$ cat config.mk
export PLATFORM = sky130hd
export DESIGN_NAME = cpr_arbiter
export DESIGN_NICKNAME = d
export VERILOG_FILES = /design/src/rtl/cpr_arbiter.sv
export SDC_FILE = /design/constraint.sdc
export NUM_CORES = 1
export LEC_CHECK = 0
export ABC_CLOCK_PERIOD_IN_PS = 2200
export CORE_MARGIN = 2
export CORE_UTILIZATION = 55
export CTS_CLUSTER_SIZE = 20
export DETAILED_ROUTE_END_ITERATION = 8
export DONT_BUFFER_PORTS = 1
export GPL_TIMING_DRIVEN = 1
export PLACE_DENSITY = 0.7
export SYNTH_ARGS = -nofsm -noshare
export SYNTH_HDL_FRONTEND = slang
export SYNTH_SLANG_ARGS = --single-unit
$ cat constraint.sdc
create_clock -name clk -period 2.2 [get_ports clk]
set_input_delay 0.55 -clock clk [delete_from_list [all_inputs] [get_ports clk]]
set_output_delay 0.55 -clock clk [all_outputs]
set_load 0.005 [all_outputs]
$ cat src/rtl/cpr_arbiter.sv
// cpr_arbiter: two-client round-robin arbiter/sequencer for the shared cpr storage block
//   clk, rst_n             : clock, async active-low reset
//   req*/op*/wdata*        : client requests (op 0 = write, 1 = read), write data {wd1,wd2}
//   gnt*/done*/rdata       : grant, one-cycle completion pulse, captured read data
//   busy/xfer_cnt          : FSM not idle, wrapping count of completed transactions
//   cpr_we/cpr_re/cpr_wd1/cpr_wd2/cpr_rd : cpr strobes, write words and read data
module cpr_arbiter #(
  parameter int DW = 16,
  parameter int CW = 8
) (
  input  logic            clk,
  input  logic            rst_n,
  input  logic            req0,
  input  logic            op0,
  input  logic [2*DW-1:0] wdata0,
  input  logic            req1,
  input  logic            op1,
  input  logic [2*DW-1:0] wdata1,
  output logic            gnt0,
  output logic            gnt1,
  output logic            done0,
  output logic            done1,
  output logic [DW-1:0]   rdata,
  output logic            busy,
  output logic [CW-1:0]   xfer_cnt,
  output logic            cpr_we,
  output logic            cpr_re,
  output logic [DW-1:0]   cpr_wd1,
  output logic [DW-1:0]   cpr_wd2,
  input  logic [DW-1:0]   cpr_rd
);
  typedef enum logic [1:0] {IDLE, EXEC, WAIT, DONE} state_t;
  state_t state, state_nx;
  logic ptr, who, op_q, win1, op_sel, start;
  logic [2*DW-1:0] wd_sel;
  // ptr holds the last-served client; on a tie the other one wins
  assign win1   = req1 & (~req0 | ~ptr);
  assign op_sel = win1 ? op1 : op0;
  assign wd_sel = win1 ? wdata1 : wdata0;
  assign start  = (state == IDLE) & (req0 | req1);
  assign busy   = state != IDLE;
  always_comb begin
    state_nx = state;
    state_nx = state == IDLE ? (start ? EXEC : IDLE) :
               state == EXEC ? (op_q ? WAIT : DONE) :
               state == WAIT ? DONE : IDLE;
  end
  always_ff @(posedge clk or negedge rst_n)
    if (!rst_n) state <= IDLE;
    else state <= state_nx;
  always_ff @(posedge clk or negedge rst_n) begin
    if (!rst_n) begin
      ptr      <= 1'b1;
      who      <= 1'b0;
      op_q     <= 1'b0;
      gnt0     <= 1'b0;
      gnt1     <= 1'b0;
      done0    <= 1'b0;
      done1    <= 1'b0;
      rdata    <= '0;
      xfer_cnt <= '0;
      cpr_we   <= 1'b0;
      cpr_re   <= 1'b0;
      cpr_wd1  <= '0;
      cpr_wd2  <= '0;
    end else begin
      if (start) begin
        who    <= win1;
        op_q   <= op_sel;
        gnt0   <= ~win1;
        gnt1   <= win1;
        cpr_we <= ~op_sel;
        cpr_re <= op_sel;
        if (!op_sel) begin
          cpr_wd1 <= wd_sel[2*DW-1:DW];
          cpr_wd2 <= wd_sel[DW-1:0];
        end
      end
      if (state == EXEC) begin
        cpr_we <= 1'b0;
        cpr_re <= 1'b0;
        done0  <= ~op_q & ~who;
        done1  <= ~op_q & who;
      end
      if (state == WAIT) begin
        rdata <= cpr_rd;
        done0 <= ~who;
        done1 <= who;
      end
      if (state == DONE) begin
        done0    <= 1'b0;
        done1    <= 1'b0;
        gnt0     <= 1'b0;
        gnt1     <= 1'b0;
        xfer_cnt <= xfer_cnt + 1'b1;
        ptr      <= who;
      end
    end
  end
endmodule
==> flow_metrics.tcl <==
set metrics [dict create \
    outcome "complete, no violations" \
    clockBufferDepth 2 \
    cts_tree "yes" \
    synth_top_area_share_pct 50.3 \
    hold_path.class "primary input to asynchronous set/reset pin" \
    clock.fmax_mhz 483 \
    grt_max_degree 67 \
    cts_resized 0 \
    syn_avg_cell_area_sq_um 15.6 \
    slew_headroom_pct 70.4 \
    die_h_um 81.2 \
    ys_types 30 \
    initial_core_util_pct 56.1 \
    met2_usage_pct 34.3 \
    drive_above_1_share_pct 48.9 \
    finalCritPeriodShare_pct 94.2 \
    drt_pass1_iterations 4 \
    area_growth_pct 9.00 \
    final-hold-violation-count 0 \
    antenna_left 0 \
    slew_violations 0 \
    syn-cell-area_sq_um 3280 \
    cp-end-kind "flop" \
    cts_hold_buf 1 \
    num_rows 28 \
    cts_inserted_buffers 9 \
    fin_util_pct 61.1 \
    setup_viol 0 \
    rsz0062_at_grt "false" \
    crit_slowest_cell "dfrtp_1" \
    io-pin-count 149 \
    fin_nets 310 \
    power_density_nw_per_um2 1420 \
    drcViolationCount 0 \
    crit_required_ps 2410 \
    routed_wl_um 6320 \
    period_needed_ps 2070 \
    dp.cells 281 \
    core_sq_um 5850 \
    grt_usage_pct 19.8 \
    vias_per_cell 5.74 \
    max_cap_violations 0 \
    clock_skew_ps 6.32 \
    cp-start-kind "flop" \
    clkSinkCount 67 \
    whs_ps 57.6 \
    grt_util_met3_pct 6.44 \
    vias 1716 \
    leakage_uw 0.00165 \
    fin_tns_setup_ps 0 \
    synth_fp_nets 303 \
    seq_area_frac_synth_pct 51.1 \
    tightest_slew_ps 440 \
    peakVddDrop_mv 0.672 \
    clk_pin_slew_ps 70 \
    cp_slowest_stage_delay_ps 410 \
    grt_pass1_wl_um 9590 \
    crit_path_cell_trace "inv_1 -> ha_1 -> nand2_1 -> o32ai_4 -> buf_12 -> mux2_2" \
    port_buffers 0 \
    gp_congestion 0.815 \
    drt_iter0_drc 63 \
    cts_root_buffer "clkbuf_8" \
    fp.dieW_um 81.2 \
    htreeDepth 3 \
    finalNonFillerCells 299 \
    ys_warn_count 0 \
    grt.met1_usage_pct 22.6 \
    syn_inst 211 \
    grt_pass1_vias 1885 \
    worstSkewPairLatency_ps 330 \
    synth.largest_area_cell "dfrtp_1" \
    overflow 0 \
    die_area_sq_um 6600 \
    worstPathMaxFanout 27 \
    ys_seq_elements 67 \
    synth_area_leaders "dfrtp_1 50%, mux2_4 26%, mux2_2 8.6%" \
    arrival_ps 2290 \
    post_cts_buffers 0 \
    grt.busiest_layer "met2" \
    hpwlAfterDp_um 4590 \
    setup.worst_path.class "flop to flop" \
    antenna_found_initial 1 \
    wl_per_cell_um 21.1 \
]
-- final cells by class --
class	count	area (sq um)
antenna	1	2.50
fill	437	2270
sequential	67	1680
clock inverter	5	61.3
multi-input combinational	128	1490
clock buffer	11	151
inverter	6	22.5
tap	75	93.8
timing repair buffer	6	77.6
-- metal layers --
metal	share of wire [%]	routed length (um)
met1	38	2390
met2	53	3320
met3	8.5	535
met4	1.1	70
met5	0	0
-- worst max-delay path: cells and delay by family (launching register included) --
| kind | cells | cell delay [ps] |
|---|---|---|
| multiplexers | 1 | 370 |
| flip-flops | 1 | 410 |
| buffers and inverters | 2 | 380 |
| AND/OR/NAND/NOR | 1 | 150 |
| adder cells (fa/ha/maj) | 1 | 260 |
| AO/OA/AOI/OAI | 1 | 370 |
-- path summary, 6_finish.rpt --
kind | startpoint | slack, ps | cells past startpoint | end
worst max-delay path | state[0] | 130 | 6 | cpr_wd2[13]
worst min-delay path | rst_n | 60 | 0 | ptr
worst max register to register | state[0] | 130 | 6 | cpr_wd2[13]
worst min register to register | xfer_cnt[7] | 490 | 1 | xfer_cnt[7]
max in group asynchronous | rst_n | 1820 | 1 | cpr_wd1[1]
min in group clk | cpr_rd[14] | 370 | 1 | rdata[14]
-- state kept, by name (all words and copies together) (netlist names) --
register  flops
ptr           1
gnt0          1
done0         1
cpr_wd1      16
cpr_re        1
gnt1          1
done1         1
op_q          1
rdata        16
state         2
cpr_wd2      16
xfer_cnt      8
cpr_we        1
who           1
-- Yosys cell counts --
cell type and count:
a211oi_1 1, a21bo_1 1, a21boi_0 1, a21oi_1 2
a2bb2oi_1 1, and2_1 1, and3_1 1, buf_1 1
buf_2 1, buf_6 7, clkbuf_1 1, dfrtp_1 66
dfstp_2 1, ha_1 6, inv_1 6, mux2_2 25
mux2_4 57, mux2i_1 1, nand2_1 7, nand2b_1 1
nand4_1 4, nor2_1 4, nor2b_1 1, o21ai_0 2
o21ba_2 1, o32ai_4 1, o41ai_1 2, or2_2 1
xnor2_1 4, xor2_1 3
-- placed cells by master (no fill, tap or decap), types with 2 or more instances in the layout --
cell,netlist,layout
nand2_1,7,7
mux2_2,25,25
inv_1,6,6
nand4_1,4,4
xnor2_1,4,4
a21oi_1,2,2
clkinvlp_4,0,3
buf_4,0,4
nor2_1,4,4
clkbuf_8,0,11
o41ai_1,2,2
ha_1,6,6
mux2_4,57,57
o21ai_0,2,2
xor2_1,3,3
dfrtp_1,66,66
-- through the flow --
| stage | power (uW) | instance area (sq um) | setup WS (ps) |
|---|---|---|---|
| after floorplan | 3680 | 3280 | 338 |
| after detailed placement | 4050 | 3330 | 159 |
| after global placement | 3910 | 3330 | 307 |
| after CTS | 5160 | 3570 | 136 |
| after global routing | 5420 | 3570 | 5.67 |
| final | 5090 | 3580 | 128 |
-- report_power, final --
part | switching, uW | total [uW] | internal [uW]
combinational | 627 | 1660 | 1030
sequential | 531 | 2370 | 1840
clock | 466 | 1050 | 587
-- cell families (layout without fill, tap and decap cells) --
group	count (synthesis)	in the layout	share of synthesized area [%]
adder cells (fa/ha/maj)	6	6	2.29
other	0	1	0
multiplexers	83	83	35.0
buffers and inverters	16	28	3.47
flip-flops	67	67	51.1
AND/OR/NAND/NOR	20	20	2.97
XOR/XNOR	7	7	1.87
AO/OA/AOI/OAI	12	12	3.32
(Power assumes the default switching activity.)
